$ cat config.mk
export PLATFORM = sky130hd
export DESIGN_NAME = wb_burst_master
export DESIGN_NICKNAME = d
export VERILOG_FILES = /design/src/rtl/wb_burst_master.sv
export SDC_FILE = /design/constraint.sdc
export NUM_CORES = 1
export LEC_CHECK = 0
export BUFFER_PORTS_ARGS = -buffer_cell sky130_fd_sc_hd__buf_2
export CORE_MARGIN = 5
export CORE_UTILIZATION = 40
export CTS_CLUSTER_DIAMETER = 150
export DETAILED_ROUTE_END_ITERATION = 10
export GPL_ROUTABILITY_DRIVEN = 0
export PLACE_DENSITY_LB_ADDON = 0.1
export SLEW_MARGIN = 10
export SYNTH_ARGS = -nofsm -noshare
export SYNTH_HDL_FRONTEND = slang
export SYNTH_SLANG_ARGS = --single-unit
$ cat constraint.sdc
create_clock -name sys_clk -period 5.4 [get_ports sys_clk]
set_input_delay 0.81 -clock sys_clk [delete_from_list [all_inputs] [get_ports sys_clk]]
set_output_delay 0.81 -clock sys_clk [all_outputs]
set_load 0.02 [all_outputs]
$ cat src/rtl/wb_burst_master.sv
// Wishbone incrementing-burst master feeding the SDRAM controller slave port.
// Takes burst commands plus a write-data stream, returns read data as a stream, aborts stalled bursts.
module wb_burst_master #(
  parameter int unsigned DATA_WIDTH  = 32,
  parameter int unsigned APP_AW      = 26,
  parameter int unsigned TIMEOUT_CYC = 1024
) (
  input  logic                    sys_clk,
  input  logic                    sys_resetn,
  input  logic                    sdr_init_done,
  input  logic                    cmd_valid,
  output logic                    cmd_ready,
  input  logic                    cmd_we,
  input  logic [APP_AW-1:0]       cmd_addr,
  input  logic [3:0]              cmd_len,
  input  logic                    wr_valid,
  output logic                    wr_ready,
  input  logic [DATA_WIDTH-1:0]   wr_data,
  input  logic [DATA_WIDTH/8-1:0] wr_sel,
  output logic                    rd_valid,
  output logic [DATA_WIDTH-1:0]   rd_data,
  output logic                    rd_last,
  output logic                    err,
  output logic                    wb_cyc_o,
  output logic                    wb_stb_o,
  output logic                    wb_we_o,
  output logic [APP_AW-1:0]       wb_addr_o,
  output logic [DATA_WIDTH-1:0]   wb_dat_o,
  output logic [DATA_WIDTH/8-1:0] wb_sel_o,
  output logic [2:0]              wb_cti_o,
  input  logic                    wb_ack_i,
  input  logic [DATA_WIDTH-1:0]   wb_dat_i
);

  localparam int unsigned SW = DATA_WIDTH / 8;
  localparam int unsigned TW = $clog2(TIMEOUT_CYC + 1);
  localparam logic [2:0] CTI_INCR = 3'b010;
  localparam logic [2:0] CTI_END  = 3'b111;

  typedef enum logic [1:0] {IDLE, RD, WR} state_e;

  state_e                  state_q, state_d;
  logic [APP_AW-1:0]       addr_q, addr_d;
  logic                    we_q, we_d;
  logic [DATA_WIDTH-1:0]   dat_q, dat_d;
  logic [SW-1:0]           sel_q, sel_d;
  logic                    cyc_q, cyc_d;
  logic                    stb_q, stb_d;
  logic [2:0]              cti_q, cti_d;
  logic [4:0]              beats_q, beats_d;
  logic [4:0]              left_q, left_d;
  logic [4:0]              loaded_q, loaded_d;
  logic                    dvalid_q, dvalid_d;
  logic [TW-1:0]           tmo_q, tmo_d;
  logic                    rd_valid_q, rd_valid_d;
  logic [DATA_WIDTH-1:0]   rd_data_q, rd_data_d;
  logic                    rd_last_q, rd_last_d;
  logic                    err_q, err_d;

  logic ack;
  logic wr_hs;
  logic tmo_hit;

  // Acks are only meaningful while a beat is being presented.
  assign ack       = wb_ack_i && stb_q;
  assign cmd_ready = (state_q == IDLE) && sdr_init_done;
  assign wr_ready  = (state_q == WR) && (loaded_q < beats_q) && (!dvalid_q || ack);
  assign wr_hs     = wr_valid && wr_ready;
  assign tmo_hit   = stb_q && !wb_ack_i && (tmo_q == TW'(TIMEOUT_CYC - 1));

  always_comb begin
    state_d    = state_q;
    addr_d     = addr_q;
    we_d       = we_q;
    dat_d      = dat_q;
    sel_d      = sel_q;
    cyc_d      = cyc_q;
    stb_d      = stb_q;
    cti_d      = cti_q;
    beats_d    = beats_q;
    left_d     = left_q;
    loaded_d   = loaded_q;
    dvalid_d   = dvalid_q;
    tmo_d      = tmo_q;
    rd_valid_d = 1'b0;
    rd_data_d  = rd_data_q;
    rd_last_d  = 1'b0;
    err_d      = 1'b0;

    case (state_q)
      IDLE: begin
        if (cmd_valid && cmd_ready) begin
          addr_d   = cmd_addr;
          we_d     = cmd_we;
          beats_d  = 5'(cmd_len) + 5'd1;
          left_d   = 5'(cmd_len) + 5'd1;
          loaded_d = '0;
          dvalid_d = 1'b0;
          tmo_d    = '0;
          cyc_d    = 1'b1;
          cti_d    = (cmd_len == 4'd0) ? CTI_END : CTI_INCR;
          if (cmd_we) begin
            state_d = WR;
            stb_d   = 1'b0;
          end else begin
            state_d = RD;
            stb_d   = 1'b1;
            sel_d   = '1;
          end
        end
      end
      RD, WR: begin
        if (ack) begin
          addr_d = addr_q + APP_AW'(SW);
          left_d = left_q - 5'd1;
          tmo_d  = '0;
          cti_d  = (left_q > 5'd2) ? CTI_INCR : CTI_END;
        end else if (stb_q) begin
          tmo_d = tmo_q + TW'(1);
        end
        if (state_q == RD && ack) begin
          rd_valid_d = 1'b1;
          rd_data_d  = wb_dat_i;
          rd_last_d  = (left_q == 5'd1);
        end
        // Single holding register: reload on the ack cycle keeps stb high for back-to-back beats.
        if (state_q == WR) begin
          if (wr_hs) begin
            dat_d    = wr_data;
            sel_d    = wr_sel;
            dvalid_d = 1'b1;
            loaded_d = loaded_q + 5'd1;
          end else if (ack) begin
            dvalid_d = 1'b0;
          end
          stb_d = dvalid_d;
        end
        if ((ack && left_q == 5'd1) || tmo_hit) begin
          state_d  = IDLE;
          cyc_d    = 1'b0;
          stb_d    = 1'b0;
          dvalid_d = 1'b0;
          cti_d    = 3'b000;
          tmo_d    = '0;
          err_d    = tmo_hit;
        end
      end
      default: state_d = IDLE;
    endcase
  end

  always_ff @(posedge sys_clk or negedge sys_resetn) begin
    if (!sys_resetn) begin
      state_q    <= IDLE;
      addr_q     <= '0;
      we_q       <= 1'b0;
      dat_q      <= '0;
      sel_q      <= '0;
      cyc_q      <= 1'b0;
      stb_q      <= 1'b0;
      cti_q      <= 3'b000;
      beats_q    <= '0;
      left_q     <= '0;
      loaded_q   <= '0;
      dvalid_q   <= 1'b0;
      tmo_q      <= '0;
      rd_valid_q <= 1'b0;
      rd_data_q  <= '0;
      rd_last_q  <= 1'b0;
      err_q      <= 1'b0;
    end else begin
      state_q    <= state_d;
      addr_q     <= addr_d;
      we_q       <= we_d;
      dat_q      <= dat_d;
      sel_q      <= sel_d;
      cyc_q      <= cyc_d;
      stb_q      <= stb_d;
      cti_q      <= cti_d;
      beats_q    <= beats_d;
      left_q     <= left_d;
      loaded_q   <= loaded_d;
      dvalid_q   <= dvalid_d;
      tmo_q      <= tmo_d;
      rd_valid_q <= rd_valid_d;
      rd_data_q  <= rd_data_d;
      rd_last_q  <= rd_last_d;
      err_q      <= err_d;
    end
  end

  assign wb_cyc_o  = cyc_q;
  assign wb_stb_o  = stb_q;
  assign wb_we_o   = we_q;
  assign wb_addr_o = addr_q;
  assign wb_dat_o  = dat_q;
  assign wb_sel_o  = sel_q;
  assign wb_cti_o  = cti_q;
  assign rd_valid  = rd_valid_q;
  assign rd_data   = rd_data_q;
  assign rd_last   = rd_last_q;
  assign err       = err_q;

endmodule

==> reports/metrics.cfg, run 1 <==
[sta]
worst_slew_pin_slew_ns=0.962
setup_viol=0
max_slew_margin_pct=35.6
fin_crit_sh_pct=59.9
rsz0062_at_grt=false
slew_violations=0
layout_setup_ws_ns=2.17
tns_ns=0
fin_skew_ns=0.00627
final-hold-violation-count=0
min_period_ns=3.23
fmax_mhz=309
holdWs_ns=0.295

[synth]
syn_nets=757
syn_area_per_cell_um2=9.95
synth_edf_count=0
synth_area_mm2=0.00633
async_flop_share_pct=100
yosysSeqAreaShare_pct=51.8
ys.warnings.count=0
synthCells=636
yosys_most_used_dff=dfrtp_1
synth_seq_cells=131
synth.distinct_cells=60

[clocking]
clockBufferDepth=2
cts-resized-gates=0
h-tree-depth=4
clkLatencyLatePin_ns=0.41
cts_made_buffers=17
cts-root-buf=clkbuf_16
ctsHoldBuffers=0
cts_tree=built
cts_setup_buffers=0
clk_pin_slew_worst_paths_ns=0.06
cts_sinks=131

[floorplan]
dieArea_mm2=0.0184
io_pins=210
die_h_um=136
die_w_um=136
core_area_mm2=0.0157
rows=46
start_util_pct=40.3

[setup_path]
worst_setup_path_start_kind=register
worstSetupPathType=reg2reg
cpPeakStageDelay_ns=0.65
crit_buf_inv=3
r2r_cells=9
crit_required_ns=5.70
critPathTopFamily=buffers and inverters
critPathMaxFanout=30
r2r_setup_slack_ns=2.17
crit_path_frequent_cell=buf_4
endpoint_kind=register
arrival_ns=3.53
cp_slowest_cell=ha_1
crit-reg2reg-capture=wb_addr_o[14]$_DFFE_PN0P_
cp_cell_sequence=inv_1 > ha_1 > buf_4 > nand2b_1 > a21boi_4 > buf_4 > and4_1 > o21ai_0 > o221a_2
r2r_start=state_q[0]$_DFFE_PN0P_

[final_layout]
final_util_pct=52.2
final_common_cell=buf_2
drive_above_1_share_pct=31.3
final_nets=960
antenna_cells=0
area_delta_synth_final_pct=29.5
fillers=1448
mostFrequentLayoutCells=buf_2 (208), nand2_1 (141), dfrtp_1 (131)

[drt]
wl_per_cell_um=16.0
post-route-drc-count=0
dr_total_vias=5421
drt_iter0_markers=442
ant_nets=0
viasPerCell=5.08
drtPass1Iterations=5
wl_um=17000

[grt]
grt_max_degree=58
antenna_found_initial=0
grt_pass1_wl_um=28400
grt_usage_pct=19.1
gr-total-overflow=0
grt_pass1_vias=5686

[place]
io_buffers=209
place_worst_setup_slack_ns=2.19
hpwlAfterDp_um=12600

[outcome]
status=finished, final reports clean

[flow_run]
drv_cap=0

[power]
power.total_uw=4970
power_density_mw_per_mm2=606
p_leak_uw=0.00413
ir_drop_uv=246

[min_path]
min_path_type=in2async

## layer usage
layer	vias up	global-route usage (%)	share of wire, %
met5	-	0	0
li1	2662	-	-
met1	2585	25.8	45
met4	0	5.10	1.3
met2	157	30.3	48
met3	17	5.70	5.9
## worst max-delay path by stage
stage	from	to	slack, ns	depth (start not counted)
after floorplan	loaded_q[3]$_DFFE_PN0P_	wr_ready	3.15	4
after global placement	state_q[0]$_DFFE_PN0P_	wb_addr_o[14]$_DFFE_PN0P_	2.28	9
after detailed placement	state_q[0]$_DFFE_PN0P_	wb_addr_o[14]$_DFFE_PN0P_	2.19	9
after CTS	state_q[0]$_DFFE_PN0P_	wb_addr_o[14]$_DFFE_PN0P_	2.19	9
after global routing	state_q[0]$_DFFE_PN0P_	wb_stb_o$_DFFE_PN0P_	1.81	8
final	state_q[0]$_DFFE_PN0P_	wb_addr_o[14]$_DFFE_PN0P_	2.17	9
## final cells by class
type	instances	area [µm²]	area share (%)
clock inverter	15	216	2.64
multi-input combinational	453	2840	34.7
tap	216	270	3.30
clock buffer	17	425	5.19
sequential	131	3280	40.0
timing repair buffer	214	1090	13.2
inverter	22	82.6	1.01
## stage by stage
step,instance area (µm²),instances
after global routing,8200,1068
after floorplan,6330,636
after detailed placement,7560,1036
after CTS,8200,1068
after global placement,7560,1036
final,8200,1068
## kinds of logic (layout without fill, tap and decap cells)
family	Yosys count	in the layout	share of synthesized area [%]
AO/OA/AOI/OAI	128	128	13.0
XOR/XNOR	7	7	0.968
adder cells (fa/ha/maj)	16	16	3.16
buffers and inverters	52	268	3.50
flip-flops	131	131	51.8
multiplexers	51	51	8.75
AND/OR/NAND/NOR	251	251	18.8
## power breakdown
| part | switching [µW] | internal, µW |
|---|---|---|
| Sequential | 323 | 1370 |
| Combinational | 1300 | 717 |
| Clock | 464 | 786 |
## cell usage after synthesis, types with 4 or more instances
| library cell | count | area share (%) |
|---|---|---|
| buf_2 | 9 | 0.71 |
| nor2_1 | 23 | 1.4 |
| ha_1 | 16 | 3.2 |
| and2_1 | 5 | 0.49 |
| nor3_1 | 8 | 0.63 |
| nand3_1 | 25 | 2.0 |
| nand4_1 | 9 | 0.89 |
| nor4_1 | 6 | 0.59 |
| o21ai_0 | 33 | 2.6 |
| inv_1 | 22 | 1.3 |
| mux2_2 | 4 | 0.71 |
| o31ai_1 | 4 | 0.47 |
| nand2b_1 | 5 | 0.49 |
| o22ai_1 | 20 | 2.0 |
| o22a_1 | 4 | 0.55 |
| xnor2_1 | 4 | 0.55 |
| a21oi_1 | 28 | 2.2 |
| o211ai_1 | 6 | 0.71 |
| nand2_1 | 141 | 8.4 |
| and3_1 | 8 | 0.79 |
| mux2_1 | 31 | 5.5 |
| mux2i_1 | 16 | 2.5 |
| dfrtp_1 | 131 | 52 |
| a31oi_1 | 4 | 0.40 |
| and4_1 | 5 | 0.69 |
| clkbuf_1 | 16 | 0.95 |
## flip-flops by register name, summed over array words and instances, names as in the netlist, 4 cells and up
signal,cells
rd_data,32
wb_sel_o,4
beats_q,5
wb_addr_o,26
loaded_q,5
wb_dat_o,32
tmo_q,11
left_q,5
No activity file was read; power rests on OpenSTA's default activity.
==> inputs of run 2 (changes only) <==
==> constraint.sdc (replaced) <==
create_clock -name sys_clk -period 3.15 [get_ports sys_clk]
set_input_delay 0.4725 -clock sys_clk [delete_from_list [all_inputs] [get_ports sys_clk]]
set_output_delay 0.4725 -clock sys_clk [all_outputs]
set_load 0.02 [all_outputs]
==> run 2 against run 1 <==
Against the previous run:
- non-clock buffer count up 14
- utilization increased by 0.88 points
- global-route usage down 0.066 points
- largest power group unchanged
- largest cell class unchanged
==> reports/metrics.cfg, run 2 (same netlist as run 1, synthesis figures left out) <==
[outcome]
status=finished, final reports clean

[grt]
grt_pass1_wl_um=28200  ; -0.61%
grt_usage_pct=19.0  ; -0.066 points
grt_max_degree=55  ; -5.2%
gr-total-overflow=0  ; unchanged
antenna_found_initial=0  ; unchanged
grt_pass1_vias=5672  ; -0.25%

[setup_path]
worstSetupPathType=reg2reg
cp_slowest_cell=ha_1
arrival_ns=2.87  ; -0.66 ns
cpPeakStageDelay_ns=0.64  ; about the same
critPathMaxFanout=17  ; -43%
cp_cell_sequence=inv_1 > ha_1 > nand2b_1 > a21boi_4 > buf_4 > nand4_1 > mux2i_1 > a21oi_1
endpoint_kind=register
crit_required_ns=3.42  ; -2.28 ns
worst_setup_path_start_kind=register

[clocking]
cts_made_buffers=17  ; unchanged
clkLatencyLatePin_ns=0.41  ; about the same
cts-root-buf=clkbuf_16
clk_pin_slew_worst_paths_ns=0.06  ; about the same
cts_tree=built
h-tree-depth=4  ; unchanged
ctsHoldBuffers=0  ; unchanged
cts-resized-gates=0  ; unchanged
cts_setup_buffers=0  ; unchanged
cts_sinks=131  ; unchanged
clockBufferDepth=2  ; unchanged

[sta]
holdWs_ns=0.118  ; -0.177 ns
fin_crit_sh_pct=82.5  ; +23 points
min_period_ns=2.60  ; -0.636 ns
slew_violations=0  ; unchanged
worst_slew_pin_slew_ns=0.873  ; -0.0891 ns
rsz0062_at_grt=false
fin_skew_ns=0.00760  ; +0.00133 ns
layout_setup_ws_ns=0.552  ; -1.61 ns
setup_viol=0  ; unchanged
fmax_mhz=385  ; +24%
max_slew_margin_pct=41.5  ; +6.0 points
tns_ns=0  ; unchanged
final-hold-violation-count=0  ; unchanged

[final_layout]
mostFrequentLayoutCells=buf_2 (208), nand2_1 (141), dfrtp_1 (131)
antenna_cells=0  ; unchanged
area_delta_synth_final_pct=31.7
drive_above_1_share_pct=32.2  ; +0.88 points
final_common_cell=buf_2
stdcell_area_mm2=0.00834  ; +1.7%
final_nets=974  ; +1.5%

[power]
p_int_uw=5050  ; +76%
p_leak_uw=0.00420  ; +1.8%
power.switching_uw=3560  ; +70%
netSwitchingFraction_pct=41.3  ; -0.76 points
power_density_mw_per_mm2=1030  ; +71%
comb_power_share_pct=41.5  ; +0.8 points
sequentialPowerShare_pct=33.9  ; -0.2 points
ir_drop_uv=561  ; +130%
clockPowerShare_pct=24.6  ; -0.6 points

[drt]
drt_iter0_markers=221  ; -50%
ant_nets=0  ; unchanged
drtPass1Iterations=5  ; unchanged
post-route-drc-count=0  ; unchanged
viasPerCell=5.18  ; +2.0%
wl_per_cell_um=16.1  ; +0.84%
dr_total_vias=5604  ; +3.4%
wl_um=17400  ; +2.2%

[place]
placed_area_mm2=0.00770  ; +1.9%
place_worst_setup_slack_ns=0.537  ; -1.65 ns
hpwlAfterDp_um=12900  ; +1.9%
io_buffers=209  ; unchanged

[min_path]
min_path_type=in2async

[floorplan]
dieArea_mm2=0.0184  ; unchanged
core_area_mm2=0.0157  ; unchanged
die_h_um=136  ; unchanged
start_util_pct=40.3  ; unchanged
die_w_um=136  ; unchanged
rows=46  ; unchanged
io_pins=210  ; unchanged

[flow_run]
drv_cap=0  ; unchanged

[run 2: cell types whose count changed in the layout (fill, tap and decap cells not counted)]
cell        before  now
buf_12           0    3
buf_4            6   17
clkbuf_1         0    2
clkbuf_8         0    2
clkinv_4         2    4
clkinvlp_4       2    3
inv_6            6    0
inv_8            1    0
[run 2: cell type report]
class	instances	area [µm²]
Clock buffer	21	460
Clock inverter	11	178
Fill cell	1478	7370
Inverter	22	82.6
Multi-Input combinational cell	453	2840
Sequential cell	131	3280
Tap cell	216	270
Timing Repair Buffer	228	1230
[run 2: power groups by stage]
stage / Clock [µW] / Sequential (µW) / Combinational [µW]
floorplan: 0 / 3530 / 1660
global placement: 0 / 2910 / 3520
detailed placement: 0 / 2930 / 3610
CTS: 2170 / 2920 / 3620
global route: 2250 / 3020 / 3940
finish: 2120 / 2920 / 3570
[run 2: metal layers]
| metal | wire length (µm) | share of wire, % | global-route usage [%] |
|---|---|---|---|
| met5 | 0 | 0 | 0 |
| met4 | 174 | 1.0 | 5.99 |
| met3 | 1040 | 6.0 | 5.29 |
| met2 | 8720 | 50 | 32.1 |
| met1 | 7460 | 43 | 23.8 |
[run 2: metrics by stage]
step | std cells | util [%] | total power (µW)
final | 1082 | 53.1 | 8610
after global routing | 1082 | 53.1 | 9210
after CTS | 1082 | 53.1 | 8710
after detailed placement | 1050 | 49.0 | 6540
after global placement | 1050 | 49.0 | 6430
after floorplan | 636 | - | 5190
[run 2: worst max-delay path: cells and delay by family (launching register included)]
kind / cells / cell delay (ns)
buffers and inverters: 2 / 0.32
and+or+nand+nor: 2 / 0.36
AOI/OAI and AO/OA: 2 / 0.60
adders and majority gates: 1 / 0.64
DFF: 1 / 0.39
muxes: 1 / 0.15
[run 2: worst paths after layout]
path	start	to	slack [ns]	depth (start not counted)
setup / recovery	state_q[0]$_DFFE_PN0P_	wb_addr_o[11]$_DFFE_PN0P_	0.55	8
hold / removal	sys_resetn	wb_addr_o[5]$_DFFE_PN0P_	0.12	1
setup reg to reg	state_q[0]$_DFFE_PN0P_	wb_addr_o[11]$_DFFE_PN0P_	0.55	8
hold reg to reg	rd_data[24]$_DFFE_PN0P_	rd_data[24]$_DFFE_PN0P_	0.47	2
max in group asynchronous	sys_resetn	rd_data[15]$_DFFE_PN0P_	2.37	2
min in group sys_clk	wb_dat_i[24]	rd_data[24]$_DFFE_PN0P_	0.24	3
